==> src/rtl/soc_arb_pkg.sv <==
// soc_arb_pkg: shared limits and types for the peripheral bus arbiter
package soc_arb_pkg;
  localparam int ARB_MAX_REQ = 8;
  localparam int ARB_MAX_LATENCY = 8;
  typedef logic [2:0] arb_idx_t;
  typedef struct packed {
    logic     valid;
    arb_idx_t owner;
  } arb_stage_t;
endpackage

==> src/rtl/soc_rr_arbiter.sv <==
// soc_rr_arbiter: round-robin winner search, rr pointer and optional grant lock
// Lock hold is compiled in only when SOC_ARB_LOCK_EN is defined.
module soc_rr_arbiter
  import soc_arb_pkg::*;
#(
  parameter int REQ_COUNT = 2
) (
  input  logic                 clk,
  input  logic                 res_n,
  input  logic [REQ_COUNT-1:0] req,
  input  logic [REQ_COUNT-1:0] req_lock,
  output logic                 gnt_any,
  output arb_idx_t             win,
  output logic [REQ_COUNT-1:0] gnt
);
  arb_idx_t ptr_q, ptr_d;
  logic [REQ_COUNT-1:0] elig;
  logic [REQ_COUNT-1:0] rot;
  logic found;
`ifdef SOC_ARB_LOCK_EN
  logic lock_q, lock_d;
  arb_idx_t lock_idx_q;
  // A locked owner excludes everyone else, even while it is idle
  assign elig = lock_q ? req & (REQ_COUNT'(1) << lock_idx_q) : req;
  assign lock_d = |(req_lock & gnt);
  always_ff @(posedge clk or negedge res_n) begin
    if (!res_n) begin
      lock_q     <= 1'b0;
      lock_idx_q <= '0;
    end else begin
      lock_q     <= lock_d;
      lock_idx_q <= win;
    end
  end
`else
  logic unused_lock;
  assign unused_lock = ^req_lock;
  assign elig = req;
`endif
  // Rotate so bit 0 is the pointer position; the lowest set bit wins
  always_comb begin
    rot   = REQ_COUNT'({elig, elig} >> ptr_q);
    win   = '0;
    found = 1'b0;
    for (int j = REQ_COUNT - 1; j >= 0; j--) begin
      if (rot[j]) begin
        win   = arb_idx_t'((int'(ptr_q) + j >= REQ_COUNT) ? int'(ptr_q) + j - REQ_COUNT : int'(ptr_q) + j);
        found = 1'b1;
      end
    end
  end
  assign gnt_any = found & res_n;
  assign gnt     = gnt_any ? REQ_COUNT'(1) << win : '0;
  assign ptr_d   = gnt_any ? ((win == arb_idx_t'(REQ_COUNT - 1)) ? '0 : win + 1'b1) : ptr_q;
  always_ff @(posedge clk or negedge res_n) begin
    if (!res_n) ptr_q <= '0;
    else ptr_q <= ptr_d;
  end
endmodule

==> src/rtl/soc_periph_arbiter.sv <==
// soc_periph_arbiter: shares one fixed-latency peripheral slave among REQ_COUNT masters
// Define SOC_ARB_LOCK_EN to let req_lock hold the grant on one requester.
module soc_periph_arbiter
  import soc_arb_pkg::*;
#(
  parameter int BUS_LATENCY = 1,
  parameter int REQ_COUNT   = 2
) (
  input  logic                    clk,
  input  logic                    res_n,
  input  logic [REQ_COUNT-1:0]    req,
  input  logic [REQ_COUNT-1:0]    req_we,
  input  logic [32*REQ_COUNT-1:0] req_addr,
  input  logic [32*REQ_COUNT-1:0] req_wdata,
  input  logic [4*REQ_COUNT-1:0]  req_wstrb,
  input  logic [REQ_COUNT-1:0]    req_lock,
  output logic [REQ_COUNT-1:0]    gnt,
  output logic [REQ_COUNT-1:0]    rsp_valid,
  output logic [31:0]             rsp_rdata,
  output logic                    bus_valid,
  output logic                    bus_we,
  output logic [31:0]             bus_addr,
  output logic [31:0]             bus_wdata,
  output logic [3:0]              bus_wstrb,
  input  logic [31:0]             bus_rdata
);
  logic gnt_any;
  arb_idx_t win;
  arb_stage_t [BUS_LATENCY-1:0] pipe_q, pipe_d;
  soc_rr_arbiter #(.REQ_COUNT(REQ_COUNT)) u_arb (
    .clk      (clk),
    .res_n    (res_n),
    .req      (req),
    .req_lock (req_lock),
    .gnt_any  (gnt_any),
    .win      (win),
    .gnt      (gnt)
  );
  assign bus_valid = gnt_any;
  // One-hot AND-OR mux leaves the bus at zero when nothing is granted
  always_comb begin
    bus_we    = 1'b0;
    bus_addr  = '0;
    bus_wdata = '0;
    bus_wstrb = '0;
    for (int i = 0; i < REQ_COUNT; i++) begin
      bus_we    = bus_we | (gnt[i] & req_we[i]);
      bus_addr  = bus_addr | (gnt[i] ? req_addr[32*i +: 32] : 32'h0);
      bus_wdata = bus_wdata | (gnt[i] ? req_wdata[32*i +: 32] : 32'h0);
      bus_wstrb = bus_wstrb | (gnt[i] ? req_wstrb[4*i +: 4] : 4'h0);
    end
  end
  always_comb begin
    pipe_d[0] = arb_stage_t'{valid: gnt_any, owner: win};
    for (int i = 1; i < BUS_LATENCY; i++) pipe_d[i] = pipe_q[i-1];
  end
  always_ff @(posedge clk or negedge res_n) begin
    if (!res_n) pipe_q <= '0;
    else pipe_q <= pipe_d;
  end
  assign rsp_valid = pipe_q[BUS_LATENCY-1].valid ? REQ_COUNT'(1) << pipe_q[BUS_LATENCY-1].owner : '0;
  assign rsp_rdata = bus_rdata;
endmodule

==> config.mk <==
export PLATFORM = sky130hd
export DESIGN_NAME = soc_periph_arbiter
export DESIGN_NICKNAME = d
export VERILOG_FILES = /design/src/rtl/soc_arb_pkg.sv /design/src/rtl/soc_rr_arbiter.sv /design/src/rtl/soc_periph_arbiter.sv
export SDC_FILE = /design/constraint.sdc
export NUM_CORES = 1
export LEC_CHECK = 0
export CAP_MARGIN = 15
export CORE_AREA = 4 4 109 111
export CTS_CLUSTER_DIAMETER = 50
export CTS_CLUSTER_SIZE = 14
export DETAILED_ROUTE_END_ITERATION = 6
export DIE_AREA = 0 0 113 115
export PLACE_DENSITY = 0.59
export RECOVER_POWER = 25
export SYNTH_ARGS = -nofsm -noshare
export SYNTH_HDL_FRONTEND = slang
export SYNTH_HIERARCHICAL = 1
export SYNTH_SLANG_ARGS = --single-unit
==> constraint.sdc <==
create_clock -name clk -period 2.9 [get_ports clk]
set_input_delay 0.435 -clock clk [delete_from_list [all_inputs] [get_ports clk]]
set_output_delay 0.435 -clock clk [all_outputs]
set_load 0.03 [all_outputs]
==> impl_summary.txt <==
----------------------------------------------------
[Yosys]
  Synthesized instance count ... 174
  Count of cell types in the netlist ... 30
  Top cell type by total area after synthesis ... sky130_fd_sc_hd__a22o_1
  Number of nets produced by synthesis ... 355
  Synth top area cells ... sky130_fd_sc_hd__a22o_1 (40%), sky130_fd_sc_hd__buf_4 (16%), sky130_fd_sc_hd__dfrtp_1 (12%), sky130_fd_sc_hd__ha_1 (4.2%), sky130_fd_sc_hd__buf_6 (3.8%)
  Post-synthesis average cell area ... 8.58 µm²
  Ys Warns ... 6
  Seq/Total Area, Yosys ... 0.117
  Netlist area before placement ... 1490 µm²
  Post-synth top area share ... 0.405
  Number of storage elements in the synthesis netlist ... 7

[Layout]
  Commonest non-fill, non-tap cell in the layout ... sky130_fd_sc_hd__clkdlybuf4s50_1
  Fraction of final layout cells with drive strength greater than 1 ... 0.458
  Growth of design area from synthesis to finish ... 187%
  Number of fillers in the final layout ... 1047
  Commonest cells after routing, fill and taps aside ... sky130_fd_sc_hd__clkdlybuf4s50_1 (143), sky130_fd_sc_hd__buf_6 (67), sky130_fd_sc_hd__a22o_2 (41), sky130_fd_sc_hd__a22o_1 (14), sky130_fd_sc_hd__a22o_4 (14)
  Antenna diodes ... 0
  Layout Nets ... 555
  Cell area after layout ... 4280 µm²
  Utilization of the core after routing ... 0.397

[Pwr]
  IR drop worst, VDD ... 0.296 mV
  Final total power ... 2.92 mW
  Power Density ... 683 nW/µm²
  Pleak ... 1.82 nW

[Global routing]
  Gr usage total ... 0.108
  Initial antenna violation count ... 0
  Aggregate global routing overflow ... 0
  Largest net degree at the start of global routing ... 37
  Wire length of the first global-routing pass ... 11700 µm
  Number of global-route vias before repair ... 2357

[Place]
  Final estimated routing congestion in global placement ... 0.812
  DP Wirelength ... 6310 µm
  Placed standard-cell area ... 3630 µm²
  Count of input and output buffers ... 215

[STA]
  Setup skew after layout ... 0.00115 ns
  Max_slew headroom ... 0.772
  Maximum frequency from static timing analysis ... 330 MHz
  Setup TNS after final layout ... -6.67 ns
  Setup repair after global routing missed its margin ... true
  Count of final max-slew check failures ... 0
  Crit path setup slack, layout ... -0.127 ns
  Least-Margin Pin Slew ... 0.343 ns
  Final setup violation count ... 70
  Final critical path time including I/O delays and setup ... 3.03 ns
  Final Hold Fails ... 0
  Post-route fraction of the period consumed by the critical path ... 1.04

[Worst setup path]
  Setup crit end kind ... output pin
  Data arrival time of the worst path ... 2.59 ns
  Nature of the critical path startpoint ... primary input
  Type of the worst setup path ... in -> out
  Endpoint required time on the critical path ... 2.47 ns
  Maximum fanout along the worst path ... 17

[Clock network]
  Level count of the clock H-tree ... 1
  Clk buf depth ... 2
  Hold bufs inserted after CTS ... 0
  CTS tree ... done
  Clock root buffer ... sky130_fd_sc_hd__clkbuf_8
  CTS Sinks ... 7
  Number of buffers created by CTS ... 3
  Register clock-pin slew on the reported worst setup and hold paths ... 0.04 ns
  Clock latency on the worst-skew pair ... 0.22 ns

[Floorplan]
  Initial core utilization ... 0.138
  Core box area ... 10800 µm²
  Overall die area ... 13000 µm²
  Number of core rows ... 38
  Top-level I/O count ... 282
  Horizontal extent of the die ... 113 µm
  Overall die height ... 115 µm

[Min path]
  Class of the most critical hold timing path ... reg -> reg

[Routing]
  DRT Wirelength ... 8550 µm
  Per-cell routed wire length ... 16.7 µm
  Number of vias after detailed routing ... 2241
  Mean number of vias per cell ... 4.37
  Detail Route Antenna Nets ... 0
  Total iterations of the first detailed-routing run ... 4
  Detailed router's first-iteration violation count ... 43
  # DRC ... 0

[Outcome]
  Violated checks ... setup timing
  Outcome ... finished, violations left

[Flow run]
  Maximum Capacitance Violations ... 0

----------------------------------------------------
-- state kept, by name (all words and copies together) (netlist names) --
signal / cells
u_arb/ptr_q: 3
pipe_q: 4
-- cells in the mapped netlist --
master / number
sky130_fd_sc_hd__o211ai_1: 4
sky130_fd_sc_hd__nor4bb_1: 1
sky130_fd_sc_hd__inv_2: 1
sky130_fd_sc_hd__nand2_1: 6
sky130_fd_sc_hd__o21a_1: 1
sky130_fd_sc_hd__nor3b_2: 2
sky130_fd_sc_hd__o211a_1: 1
sky130_fd_sc_hd__or3_4: 1
sky130_fd_sc_hd__nand2b_1: 1
sky130_fd_sc_hd__o2111ai_1: 1
sky130_fd_sc_hd__nor4b_1: 1
sky130_fd_sc_hd__buf_6: 5
sky130_fd_sc_hd__inv_1: 5
sky130_fd_sc_hd__ha_1: 5
sky130_fd_sc_hd__nor3_1: 3
sky130_fd_sc_hd__a22o_1: 69
sky130_fd_sc_hd__o221a_1: 1
sky130_fd_sc_hd__nor2_1: 1
sky130_fd_sc_hd__a21boi_0: 2
sky130_fd_sc_hd__or2_1: 1
sky130_fd_sc_hd__a21oi_1: 4
sky130_fd_sc_hd__nor2b_1: 2
sky130_fd_sc_hd__and2_1: 1
sky130_fd_sc_hd__dfrtp_1: 7
sky130_fd_sc_hd__o221ai_1: 1
sky130_fd_sc_hd__buf_2: 11
sky130_fd_sc_hd__xnor2_1: 2
sky130_fd_sc_hd__a211oi_2: 1
sky130_fd_sc_hd__buf_4: 32
sky130_fd_sc_hd__a211oi_1: 1
-- final cells by class --
cell class | instances | area [µm²] | share of cell area
inverter | 6 | 22.5 | 0.00526
clock buffer | 4 | 45.0 | 0.0105
timing repair buffer | 243 | 2700 | 0.629
tap | 140 | 175 | 0.0409
sequential | 7 | 178 | 0.0415
multi-input combinational | 113 | 1170 | 0.273
-- critical path: stages --
cell	delay (ns)
sky130_fd_sc_hd__clkdlybuf4s50_1	0.55
sky130_fd_sc_hd__a21boi_0	0.23
sky130_fd_sc_hd__o211ai_1	0.12
sky130_fd_sc_hd__or3_4	0.44
sky130_fd_sc_hd__nor3_4	0.17
sky130_fd_sc_hd__buf_6	0.17
sky130_fd_sc_hd__buf_12	0.16
sky130_fd_sc_hd__a22o_1	0.16
sky130_fd_sc_hd__buf_6	0.13
-- power breakdown --
group / total (mW) / leakage, nW / internal [mW] / switching (mW)
clock network: 0.133 / 0.0228 / 0.0948 / 0.0386
logic: 2.61 / 1.71 / 1.36 / 1.25
registers: 0.184 / 0.0859 / 0.137 / 0.0476
-- metrics by stage --
stage / instances / hold WS (ns) / worst slack (ns)
floorplan: 174 / 0.139 / -0.106
global placement: 494 / 0.601 / -0.144
detailed placement: 494 / 0.610 / -0.183
CTS: 509 / 0.559 / -0.177
global route: 513 / 0.645 / -0.267
finish: 513 / 0.609 / -0.127
-- final timing paths --
kind	start	to	slack, ns	depth (start not counted)
min in group asynchronous	res_n	pipe_q[2]$_DFF_PN0_	0.69	2
worst min-delay path	u_arb/ptr_q[0]$_DFFE_PN0P_	u_arb/ptr_q[0]$_DFFE_PN0P_	0.61	2
max in group asynchronous	res_n	u_arb/ptr_q[0]$_DFFE_PN0P_	1.94	2
worst max register to register	u_arb/ptr_q[1]$_DFFE_PN0P_	u_arb/ptr_q[2]$_DFFE_PN0P_	0.92	9
worst min register to register	u_arb/ptr_q[0]$_DFFE_PN0P_	u_arb/ptr_q[0]$_DFFE_PN0P_	0.61	2
worst max-delay path	req[0]	bus_wdata[24]	-0.13	9
-- what timing repair did --
| action | 4_1_cts | 5_1_grt |
|---|---|---|
| pin swaps | 9 | 3 |
| gates resized for setup | 79 | 16 |
| endpoints found under the setup margin | 71 | 71 |
| gates cloned | 3 | 3 |
| setup buffers | 8 | 3 |
-- cells by family after synthesis --
group,count (synthesis),synth area share
adder cells (fa/ha/maj),5,0.0419
flip-flops,7,0.117
AND/OR/NAND/NOR,20,0.0855
AO/OA/AOI/OAI,86,0.493
buffers and inverters,54,0.251
XOR/XNOR,2,0.0117
-- metal layers --
layer	vias up	wire, µm	share of wire	GRT usage
li1	1053	-	-	-
met1	1022	2990	0.35	0.115
met2	158	4470	0.52	0.204
met3	8	1000	0.12	0.0426
met4	0	83	0.0097	0.0200
met5	-	0	0	0
Note: power is estimated with default switching activity, not from simulation.
